<file path="src/rtl/pe_stream_ctrl_if.sv">
// -----------------------------------------------------------------------------
// pe_stream_ctrl_if
// Purpose : bundles the job, buffer-read and psum-write signals of one
//           processing-element pass controller into a single port.
// Signals :
//   start, len, clear, abort     job request / length / overwrite mode / cancel
//   mulvalid, offsetaddrpsumin   multiplier result valid, psum base address
//   raddr_inbuf, raddr_index     input / index buffer read addresses
//   rden, inready, krnready      read strobe and delayed read-data-valid
//   rdfifo, offsetaddrpsumout    first-result pulse, captured base address
//   waddr_psum, psum_clr         psum write address, latched overwrite flag
//   outready, busy, done         psum write strobe, job active, completion pulse
// Modports: master = scheduler/datapath side, slave = controller side.
// -----------------------------------------------------------------------------
interface pe_stream_ctrl_if #(
    parameter int ADDRW  = 6,
    parameter int PSUMAW = 12
) ();
    logic              start;
    logic [ADDRW:0]    len;
    logic              clear;
    logic              abort;
    logic              mulvalid;
    logic [PSUMAW-1:0] offsetaddrpsumin;
    logic [ADDRW-1:0]  raddr_inbuf;
    logic [ADDRW-1:0]  raddr_index;
    logic              rden;
    logic              inready;
    logic              krnready;
    logic              rdfifo;
    logic [PSUMAW-1:0] offsetaddrpsumout;
    logic [PSUMAW-1:0] waddr_psum;
    logic              psum_clr;
    logic              outready;
    logic              busy;
    logic              done;

    modport master (
        output start, len, clear, abort, mulvalid, offsetaddrpsumin,
        input  raddr_inbuf, raddr_index, rden, inready, krnready, rdfifo,
               offsetaddrpsumout, waddr_psum, psum_clr, outready, busy, done
    );

    modport slave (
        input  start, len, clear, abort, mulvalid, offsetaddrpsumin,
        output raddr_inbuf, raddr_index, rden, inready, krnready, rdfifo,
               offsetaddrpsumout, waddr_psum, psum_clr, outready, busy, done
    );
endinterface

</file>
<file path="src/rtl/pe_stream_ctrl.sv">
// -----------------------------------------------------------------------------
// pe_stream_ctrl
// Purpose : sequences one processing-element pass. Streams a runtime length of
//           input/index buffer reads, tracks multiplier results and drives the
//           psum write stream with an auto-incrementing address.
// Ports   :
//   clk     clock
//   rstn    asynchronous active-low reset
//   io_bus  pe_stream_ctrl_if.slave (job, read side, write side signals)
// Parameters: ADDRW buffer address width, PSUMAW psum address width,
//             RDLAT buffer read latency in cycles (1..8).
// -----------------------------------------------------------------------------
module pe_stream_ctrl #(
    parameter int ADDRW  = 6,
    parameter int PSUMAW = 12,
    parameter int RDLAT  = 2
) (
    input  logic             clk,
    input  logic             rstn,
    pe_stream_ctrl_if.slave  io_bus
);

    typedef enum logic [1:0] {IDLE, PREFETCH, RUN, FLUSH} state_t;

    localparam logic [ADDRW:0]    MAXLEN  = {1'b1, {ADDRW{1'b0}}};
    localparam logic [ADDRW:0]    LEN_ONE = (ADDRW+1)'(1);
    localparam logic [ADDRW+1:0]  TWO     = (ADDRW+2)'(2);

    state_t            r_state;
    state_t            w_nextState;

    logic [ADDRW:0]    r_len;
    logic [ADDRW:0]    r_rdCnt;
    logic [ADDRW:0]    r_wrCnt;
    logic              r_first;
    logic              r_rden;
    logic              r_rdfifo;
    logic              r_outready;
    logic              r_busy;
    logic              r_done;
    logic              r_psumClr;
    logic [ADDRW-1:0]  r_raddrInbuf;
    logic [ADDRW-1:0]  r_raddrIndex;
    logic [PSUMAW-1:0] r_offsetOut;
    logic [PSUMAW-1:0] r_waddrPsum;
    logic [RDLAT-1:0]  r_rdPipe;

    logic [ADDRW:0]    w_lenClamp;
    logic [ADDRW:0]    w_lenM1;
    logic              w_lastRead;
    logic              w_lastWrite;
    logic [ADDRW+1:0]  w_idxAhead;
    logic [ADDRW-1:0]  w_idxNext;

    // Job length clamp, last-element detection for both streams, and the
    // index-buffer address that runs one element ahead but never past len-1.
    always_comb begin
        w_lenClamp  = (io_bus.len > MAXLEN) ? MAXLEN : io_bus.len;
        w_lenM1     = r_len - LEN_ONE;
        w_lastRead  = (r_rdCnt == w_lenM1);
        w_lastWrite = io_bus.mulvalid && (r_state != IDLE) && (r_wrCnt == w_lenM1);
        w_idxAhead  = {1'b0, r_rdCnt} + TWO;
        w_idxNext   = (w_idxAhead > {1'b0, w_lenM1}) ? w_lenM1[ADDRW-1:0]
                                                     : w_idxAhead[ADDRW-1:0];
    end

    // Next-state logic. The write side can finish the job from any active
    // state, and abort overrides everything.
    always_comb begin
        w_nextState = r_state;
        case (r_state)
            IDLE:     if (io_bus.start && (io_bus.len != '0)) w_nextState = PREFETCH;
            PREFETCH: w_nextState = RUN;
            RUN:      if (w_lastRead) w_nextState = FLUSH;
            FLUSH:    w_nextState = FLUSH;
            default:  w_nextState = IDLE;
        endcase
        if (w_lastWrite) w_nextState = IDLE;
        if (io_bus.abort) w_nextState = IDLE;
    end

    // State register.
    always_ff @(posedge clk or negedge rstn) begin
        if (!rstn) r_state <= IDLE;
        else       r_state <= w_nextState;
    end

    // Registered outputs and counters. The read side and the write side run
    // independently once a job is active; the write side is evaluated last so
    // that a completing write also shuts off any read still in flight.
    always_ff @(posedge clk or negedge rstn) begin
        if (!rstn) begin
            r_len        <= '0;
            r_rdCnt      <= '0;
            r_wrCnt      <= '0;
            r_first      <= 1'b0;
            r_rden       <= 1'b0;
            r_rdfifo     <= 1'b0;
            r_outready   <= 1'b0;
            r_busy       <= 1'b0;
            r_done       <= 1'b0;
            r_psumClr    <= 1'b0;
            r_raddrInbuf <= '0;
            r_raddrIndex <= '0;
            r_offsetOut  <= '0;
            r_waddrPsum  <= '0;
            r_rdPipe     <= '0;
        end else if (io_bus.abort) begin
            r_rden     <= 1'b0;
            r_outready <= 1'b0;
            r_rdfifo   <= 1'b0;
            r_busy     <= 1'b0;
            r_done     <= 1'b0;
            r_rdPipe   <= '0;
        end else begin
            r_rdPipe <= RDLAT'({r_rdPipe, r_rden});
            r_done   <= 1'b0;
            if (r_state == IDLE) begin
                r_rden       <= 1'b0;
                r_outready   <= 1'b0;
                r_rdfifo     <= 1'b0;
                r_psumClr    <= 1'b0;
                r_raddrInbuf <= '0;
                r_raddrIndex <= '0;
                r_waddrPsum  <= '0;
                if (io_bus.start) begin
                    if (io_bus.len == '0) begin
                        r_done <= 1'b1;
                    end else begin
                        r_busy    <= 1'b1;
                        r_len     <= w_lenClamp;
                        r_psumClr <= io_bus.clear;
                        r_rdCnt   <= '0;
                        r_wrCnt   <= '0;
                        r_first   <= 1'b1;
                    end
                end
            end else begin
                case (r_state)
                    PREFETCH: begin
                        r_rden       <= 1'b1;
                        r_rdCnt      <= '0;
                        r_raddrInbuf <= '0;
                        r_raddrIndex <= ADDRW'(r_len != LEN_ONE);
                    end
                    RUN: begin
                        if (w_lastRead) begin
                            r_rden <= 1'b0;
                        end else begin
                            r_rdCnt      <= r_rdCnt + LEN_ONE;
                            r_raddrInbuf <= r_raddrInbuf + ADDRW'(1);
                            r_raddrIndex <= w_idxNext;
                        end
                    end
                    default: r_rden <= 1'b0;
                endcase

                if (io_bus.mulvalid) begin
                    r_outready <= 1'b1;
                    r_wrCnt    <= r_wrCnt + LEN_ONE;
                    if (r_first) begin
                        r_rdfifo    <= 1'b1;
                        r_offsetOut <= io_bus.offsetaddrpsumin;
                        r_waddrPsum <= io_bus.offsetaddrpsumin;
                        r_first     <= 1'b0;
                    end else begin
                        r_rdfifo    <= 1'b0;
                        r_waddrPsum <= r_waddrPsum + PSUMAW'(1);
                    end
                    if (w_lastWrite) begin
                        r_done <= 1'b1;
                        r_busy <= 1'b0;
                        r_rden <= 1'b0;
                    end
                end else begin
                    r_outready <= 1'b0;
                    r_rdfifo   <= 1'b0;
                end
            end
        end
    end

    assign io_bus.raddr_inbuf       = r_raddrInbuf;
    assign io_bus.raddr_index       = r_raddrIndex;
    assign io_bus.rden              = r_rden;
    assign io_bus.inready           = r_rdPipe[RDLAT-1];
    assign io_bus.krnready          = r_rdPipe[RDLAT-1];
    assign io_bus.rdfifo            = r_rdfifo;
    assign io_bus.offsetaddrpsumout = r_offsetOut;
    assign io_bus.waddr_psum        = r_waddrPsum;
    assign io_bus.psum_clr          = r_psumClr;
    assign io_bus.outready          = r_outready;
    assign io_bus.busy              = r_busy;
    assign io_bus.done              = r_done;

endmodule

</file>
<file path="src/flat_wrapper.sv">
// flat-port wrapper written by rule: the top's interface ports become plain ports
module pe_stream_ctrl_flat 
#(
    parameter int ADDRW  = 6,
    parameter int PSUMAW = 12,
    parameter int RDLAT  = 2
)
  (clk, rstn, io_bus_start, io_bus_len, io_bus_clear, io_bus_abort, io_bus_mulvalid, io_bus_offsetaddrpsumin, io_bus_raddr_inbuf, io_bus_raddr_index, io_bus_rden, io_bus_inready, io_bus_krnready, io_bus_rdfifo, io_bus_offsetaddrpsumout, io_bus_waddr_psum, io_bus_psum_clr, io_bus_outready, io_bus_busy, io_bus_done);
  pe_stream_ctrl_if #(.ADDRW(ADDRW), .PSUMAW(PSUMAW)) io_bus_i ();
  input  logic clk;
  input  logic rstn;
  input wire logic [$bits(io_bus_i.start)-1:0] io_bus_start;
  input wire logic [$bits(io_bus_i.len)-1:0] io_bus_len;
  input wire logic [$bits(io_bus_i.clear)-1:0] io_bus_clear;
  input wire logic [$bits(io_bus_i.abort)-1:0] io_bus_abort;
  input wire logic [$bits(io_bus_i.mulvalid)-1:0] io_bus_mulvalid;
  input wire logic [$bits(io_bus_i.offsetaddrpsumin)-1:0] io_bus_offsetaddrpsumin;
  output wire logic [$bits(io_bus_i.raddr_inbuf)-1:0] io_bus_raddr_inbuf;
  output wire logic [$bits(io_bus_i.raddr_index)-1:0] io_bus_raddr_index;
  output wire logic [$bits(io_bus_i.rden)-1:0] io_bus_rden;
  output wire logic [$bits(io_bus_i.inready)-1:0] io_bus_inready;
  output wire logic [$bits(io_bus_i.krnready)-1:0] io_bus_krnready;
  output wire logic [$bits(io_bus_i.rdfifo)-1:0] io_bus_rdfifo;
  output wire logic [$bits(io_bus_i.offsetaddrpsumout)-1:0] io_bus_offsetaddrpsumout;
  output wire logic [$bits(io_bus_i.waddr_psum)-1:0] io_bus_waddr_psum;
  output wire logic [$bits(io_bus_i.psum_clr)-1:0] io_bus_psum_clr;
  output wire logic [$bits(io_bus_i.outready)-1:0] io_bus_outready;
  output wire logic [$bits(io_bus_i.busy)-1:0] io_bus_busy;
  output wire logic [$bits(io_bus_i.done)-1:0] io_bus_done;
  assign io_bus_i.start = io_bus_start;
  assign io_bus_i.len = io_bus_len;
  assign io_bus_i.clear = io_bus_clear;
  assign io_bus_i.abort = io_bus_abort;
  assign io_bus_i.mulvalid = io_bus_mulvalid;
  assign io_bus_i.offsetaddrpsumin = io_bus_offsetaddrpsumin;
  assign io_bus_raddr_inbuf = io_bus_i.raddr_inbuf;
  assign io_bus_raddr_index = io_bus_i.raddr_index;
  assign io_bus_rden = io_bus_i.rden;
  assign io_bus_inready = io_bus_i.inready;
  assign io_bus_krnready = io_bus_i.krnready;
  assign io_bus_rdfifo = io_bus_i.rdfifo;
  assign io_bus_offsetaddrpsumout = io_bus_i.offsetaddrpsumout;
  assign io_bus_waddr_psum = io_bus_i.waddr_psum;
  assign io_bus_psum_clr = io_bus_i.psum_clr;
  assign io_bus_outready = io_bus_i.outready;
  assign io_bus_busy = io_bus_i.busy;
  assign io_bus_done = io_bus_i.done;
  pe_stream_ctrl #(.ADDRW(ADDRW), .PSUMAW(PSUMAW), .RDLAT(RDLAT)) u_core (.clk(clk), .rstn(rstn), .io_bus(io_bus_i));
endmodule
</file>
<file path="config.mk">
export PLATFORM = sky130hd
export DESIGN_NAME = pe_stream_ctrl_flat
export DESIGN_NICKNAME = d
export VERILOG_FILES = /design/src/rtl/pe_stream_ctrl_if.sv /design/src/rtl/pe_stream_ctrl.sv /design/src/flat_wrapper.sv
export SDC_FILE = /design/constraint.sdc
export NUM_CORES = 1
export LEC_CHECK = 0
export CAP_MARGIN = 20
export CORE_AREA = 2 2 103 105
export CTS_CLUSTER_DIAMETER = 150
export DETAILED_ROUTE_END_ITERATION = 10
export DIE_AREA = 0 0 105 107
export GPL_TIMING_DRIVEN = 1
export PLACE_DENSITY = 0.65
export SETUP_SLACK_MARGIN = 0.5
export SLEW_MARGIN = 30
export SYNTH_ARGS = -nofsm -noshare
export SYNTH_HDL_FRONTEND = slang
export SYNTH_SLANG_ARGS = --single-unit
</file>
<file path="constraint.sdc">
create_clock -name clk -period 4.3 [get_ports clk]
set_clock_uncertainty 0.05 [all_clocks]
set_input_delay 0.86 -clock clk [delete_from_list [all_inputs] [get_ports clk]]
set_output_delay 0.86 -clock clk [all_outputs]
set_load 0.02 [all_outputs]
</file>
---- Word level (Yosys, flattened, before mapping) ----
Index checks and enable logic that the tools add are counted.
word-level totals
  register bits ........................... 68
  input bits .............................. 25
  logic and storage cells ................. 113
operators by class
  $add $sub $neg .......................... 6
  $lt $le $gt $ge ......................... 2
  equality and inequality tests ........... 13
  muxes and demuxes ....................... 53
  bitwise operators ....................... 3
  reduce and logical (&&, ||, !) cells .... 20
operators by type and width
  operator                                              count
  2-to-1 mux 7 bit                                      7
  2-to-1 mux 12 bit                                     3
  2-to-1 mux 6 bit                                      5
  2-to-1 mux 1 bit                                      28
  case mux 6 bit (2 select lines)                       2
  AND reduction 4 bit                                   4
  adder 7 x 1 -> 7 bit, second input constant           2
  equality test 7 bit                                   2
  case mux 7 bit (2 select lines)                       1
  adder 12 x 1 -> 12 bit, second input constant         1
  2-to-1 mux 2 bit                                      5
  != test 3 bit, second input constant                  3
  nonzero test 3 bit                                    3
  adder 7 x 2 -> 8 bit, second input constant           1
  greater-than comparator 8 x 7 -> 1 bit                1
  != test 4 x 2 -> 1 bit, second input constant         2
  case mux 2 bit (4 select lines)                       1
  greater-than comparator 7 bit, second input constant  1
  logical NOT 7 bit                                     1
  != test 7 x 1 -> 1 bit, second input constant         1
  nonzero test 7 bit                                    1
  subtractor 7 x 1 -> 7 bit, second input constant      1
  adder 6 x 1 -> 6 bit, second input constant           1
  AND reduction 2 bit                                   3
  other kinds (10)                                      17

---- Depth between registers and ports, before layout ----
  depth in word-level cells ............... 8
  gate-level depth with buffers ........... 12
  gate-level depth less buffers ........... 12

---- Worst setup path before layout ----
OpenSTA, ideal clock, no wires.
  path kind ............................... register to register
  from .................................... register u_core.r_len[0]
  to ...................................... register u_core.r_raddrIndex[1], in the netlist u_core.io_bus.raddr_index[1]
  setup time .............................. 0.083 ns
  arrival time ............................ 3.224 ns
  required time ........................... 4.167 ns
  path slack .............................. 0.943 ns
  stages on the path, launching flop included .. 13
  buffers on the path ..................... 1
  period minus slack after synthesis ...... 3.357 ns
  path through ............................ dfrtp_1 or4_1 buf_2 nor2_1 xor2_1 inv_1 ha_1 a21o_1 a21oi_1 nor2_1 nor3b_1 mux2_2 o22ai_1
on the way
  longest elaborated chain between the ends .. 6
  elaborated cells between the ends (all ways) .. 9
RTL lines
  item                                    RTL line               text
  start, declared                         pe_stream_ctrl.sv:32   logic [ADDRW:0] r_len;
  start signal, assigned                  pe_stream_ctrl.sv:131  r_len <= w_lenClamp;
  subtractor 7 x 1 -> 7 bit *             pe_stream_ctrl.sv:59   w_lenM1 = r_len - LEN_ONE;
  greater-than comparator 8 x 7 -> 1 bit  pe_stream_ctrl.sv:63   w_idxNext = (w_idxAhead > {1'b0, w_lenM1}) ? w_lenM1[ADDRW-1:0]
  2-to-1 mux 6 bit                        pe_stream_ctrl.sv:63
  2-to-1 mux 6 bit                        pe_stream_ctrl.sv:147  if (w_lastRead) begin
  case mux 6 bit (2 select lines)         pe_stream_ctrl.sv:139  case (r_state)
  2-to-1 mux 6 bit                        pe_stream_ctrl.sv:118  if (r_state == IDLE) begin
  end signal, assigned                    pe_stream_ctrl.sv:144  r_raddrIndex <= ADDRW'(r_len != LEN_ONE);
  end signal, assigned                    pe_stream_ctrl.sv:152  r_raddrIndex <= w_idxNext;
  end, declared                           pe_stream_ctrl.sv:43   logic [ADDRW-1:0] r_raddrIndex;
Every way passes the cells marked *; elsewhere a longest branch is shown, timed or not. The select of a mux whose other input is x is not followed.
A chain may end at the register's enable or synchronous reset.

---- Worst setup path after layout ----
  from .................................... register u_core.r_len[2]
  to ...................................... register u_core.r_raddrIndex[1], in the netlist u_core.io_bus.raddr_index[1]
The elaborated chain is that of the path after synthesis.

==> flow_summary.yaml <==
placement:
  dpl.hpwl_um: 7607
  gp_congestion: 0.8619
  dp.cells: 626
  preCtsSetupSlack_ns: 0.8096
  port_buffers: 68
clocking:
  cts_buffer_depth: 2
  cts_made_buffers: 9
  clk-insertion-delay-late_ns: 0.35
  cts_hold_buffers: 0
  cts_tree: "built"
  clock-sinks: 68
  cts_setup_buffers: 0
  clk_transition_reported_paths_ns: 0.08
  post_cts_resized: 0
  htreeDepth: 3
  root_buffer: "clkbuf_8"
timing:
  rsz0062_at_grt: "no"
  fin_crit_ns: 3.481
  slew_headroom_pct: 45.08
  setup_viol: 0
  setup_tns_ns: 0
  fmax_mhz: 287.3
  period_share_pct: 80.95
  post-route-worst-setup-slack_ns: 0.8193
  drv_slew: 0
  hold_viol_final: 0
  worst_pin_slew_ns: 0.8220
drt:
  dr.first_iter.drc_count: 238
  wl_um: 10250
  route.detailed.drc: 0
  dr_total_vias: 3436
  routed_via_density: 5.352
  first_pass_iters: 4
  routedWlPerCell_um: 15.97
  ant_nets: 0
synth:
  ys.flop_type: "dfrtp_1"
  yosysWarnings: 0
  syn-instance-count: 443
  syn-num-nets: 488
  synth_cell_types: 70
  synth_area_sq_um: 4265
  synth-seq-area-share_pct: 39.89
  synth_async_sr_flop_share_pct: 100.0
  synth.avg_cell_area_sq_um: 9.628
  synth-seq-cells: 68
  synth_edf_count: 0
floorplan:
  dieArea_sq_um: 11240
  io_pins: 69
  chipHeight_um: 107
  die_w_um: 105
  rows: 37
  start_util_pct: 42.26
  core_area_sq_um: 10090
critical_path:
  critical_path.slowest_cell: "or4_1"
  crit_path_end_kind: "flip-flop"
  worst_setup_path_start_kind: "flip-flop"
  cpMostUsedCell: "nor2_1"
  path_max_fanout: 11
  crit_type: "flip-flop to flip-flop"
  r2r_slack_ns: 0.82
  slowest_delay_ns: 0.66
  worstPathCellList: "or4_1 -> nor2_1 -> xor2_1 -> inv_1 -> ha_1 -> a21o_1 -> a21oi_1 -> nor2_1 -> nor3b_1 -> buf_4 -> mux2_2 -> o22ai_1"
  arrival_ns: 3.69
  rr_worst_depth: 12
  cp_top_family: "simple AND/OR/NAND/NOR gates"
  r2r-start: "u_core.r_len[2]$_DFFE_PN0P_"
  required_ns: 4.51
  r2r-end: "u_core.io_bus.raddr_index[1]$_DFFE_PN0P_"
  cp_num_buf_inv: 2
flow_run:
  drv_cap: 0
power_and_ir_drop:
  total_power_w: 0.003298
  power_density_nw_per_um2: 637.5
  ir_drop_uv: 298.5
  power.leakage_nw: 2.266
final_layout:
  fill_cells: 992
  area_delta_synth_final_pct: 21.27
  layout-drive-gt1-share_pct: 12.06
  diodes: 0
  nets: 546
  final_util_pct: 51.25
  stdcell_count: 642
hold_path:
  hold_path.class: "primary input to async pin"
global_route:
  grt_usage_pct: 19.19
  grt_max_degree: 42
  gr-total-overflow: 0
  antenna_found_initial: 0
  first_global_vias: 3348
  grt_pass1_wl_um: 17360
status:
  status: "completed"
## cell usage after synthesis (6+ instances only)
cell	instances	area share, %
dfrtp_1	68	40
o21ai_0	36	4.2
nand2_1	33	2.9
nor2_1	29	2.6
inv_1	24	2.1
ha_1	20	5.9
mux2_2	19	5.0
a21oi_1	17	2.0
nand3_1	16	1.9
mux2i_1	14	3.3
clkbuf_1	13	1.1
and3_1	12	1.8
nor3_1	12	1.4
nor2b_1	10	1.5
nand2b_1	8	1.2
xnor2_1	8	1.6
xor2_1	8	1.6
nand4_1	6	0.88
nor4_1	6	0.88
o22ai_1	6	0.88
## report_power, final
group          leakage, nW  total (W)  internal [W]  switching (W)
clock               0.0918   0.000535      0.000270       0.000266
combinational         1.28    0.00166      0.000770       0.000886
sequential           0.894    0.00111      0.000828       0.000278
## registers in the layout, indices dropped and copies added, names as in the netlist, 6 cells and up
signal / flops
u_core.io_bus.raddr_index: 6
u_core.io_bus.raddr_inbuf: 6
u_core.r_wrCnt: 7
u_core.r_len: 7
u_core.r_rdCnt: 7
u_core.io_bus.offsetaddrpsumout: 12
u_core.io_bus.waddr_psum: 12
## per-stage QoR
stage	cell area, sq um	hold slack, ns
floorplan	4265	0.3885
global placement	4971	0.4079
detailed placement	4971	0.4097
CTS	5170	0.4412
global route	5172	0.4382
finish	5172	0.4376
## worst max path at each step
stage                                start                                  endpoint  slack (ns)  cells after the start
2_1_floorplan  u_core.r_len[0]$_DFFE_PN0P_  u_core.io_bus.raddr_index[1]$_DFFE_PN0P_        0.94                     12
3_3_place_gp                 io_bus_len[2]               u_core.r_len[2]$_DFFE_PN0P_        0.82                      7
3_5_place_dp                 io_bus_len[2]               u_core.r_len[2]$_DFFE_PN0P_        0.81                      7
4_1_cts        u_core.r_len[2]$_DFFE_PN0P_  u_core.io_bus.raddr_index[1]$_DFFE_PN0P_        0.84                     12
5_1_grt        u_core.r_len[2]$_DFFE_PN0P_  u_core.io_bus.raddr_index[1]$_DFFE_PN0P_        0.54                     12
6_report       u_core.r_len[2]$_DFFE_PN0P_  u_core.io_bus.raddr_index[1]$_DFFE_PN0P_        0.82                     12
## area by class of cell
class / instances / area [sq um] / share of cell area, %
inverter: 25 / 93.84 / 1.814
multi-input combinational: 325 / 2300 / 44.46
timing repair buffer: 72 / 708.2 / 13.69
clock inverter: 7 / 75.07 / 1.451
sequential: 68 / 1702 / 32.90
tap: 136 / 170.2 / 3.290
clock buffer: 9 / 123.9 / 2.395
## logic make-up after synthesis
logic type | count (synthesis) | synth area share (%)
buffers and inverters | 50 | 6.189
xor gates and xnor gates | 18 | 4.459
AOI/OAI and AO/OA | 98 | 15.25
adders and majority gates | 20 | 5.867
DFF | 68 | 39.89
muxes | 33 | 8.302
and+or+nand+nor | 156 | 20.04
## cells in the final DEF, fill, tap and decap left out, drive strengths merged, types with 8 or more instances in the layout
cell / n
inv: 25
dfrtp: 68
nand3: 16
nand2b: 8
and3: 12
clkdlybuf4s50: 67
mux2i: 14
a21oi: 17
nand2: 34
o21ai: 36
ha: 20
nor2: 29
xor2: 8
mux2: 19
nor3: 13
clkbuf: 9
nor2b: 10
xnor2: 8
## layer usage
metal,vias to the layer above,global-route usage (%),share of wire [%]
met5,-,0,0
met4,0,5.810,1.2
met3,12,3.465,4.5
met2,86,31.49,49
met1,1634,25.94,45
li1,1704,-,-
(Power assumes the default switching activity.)
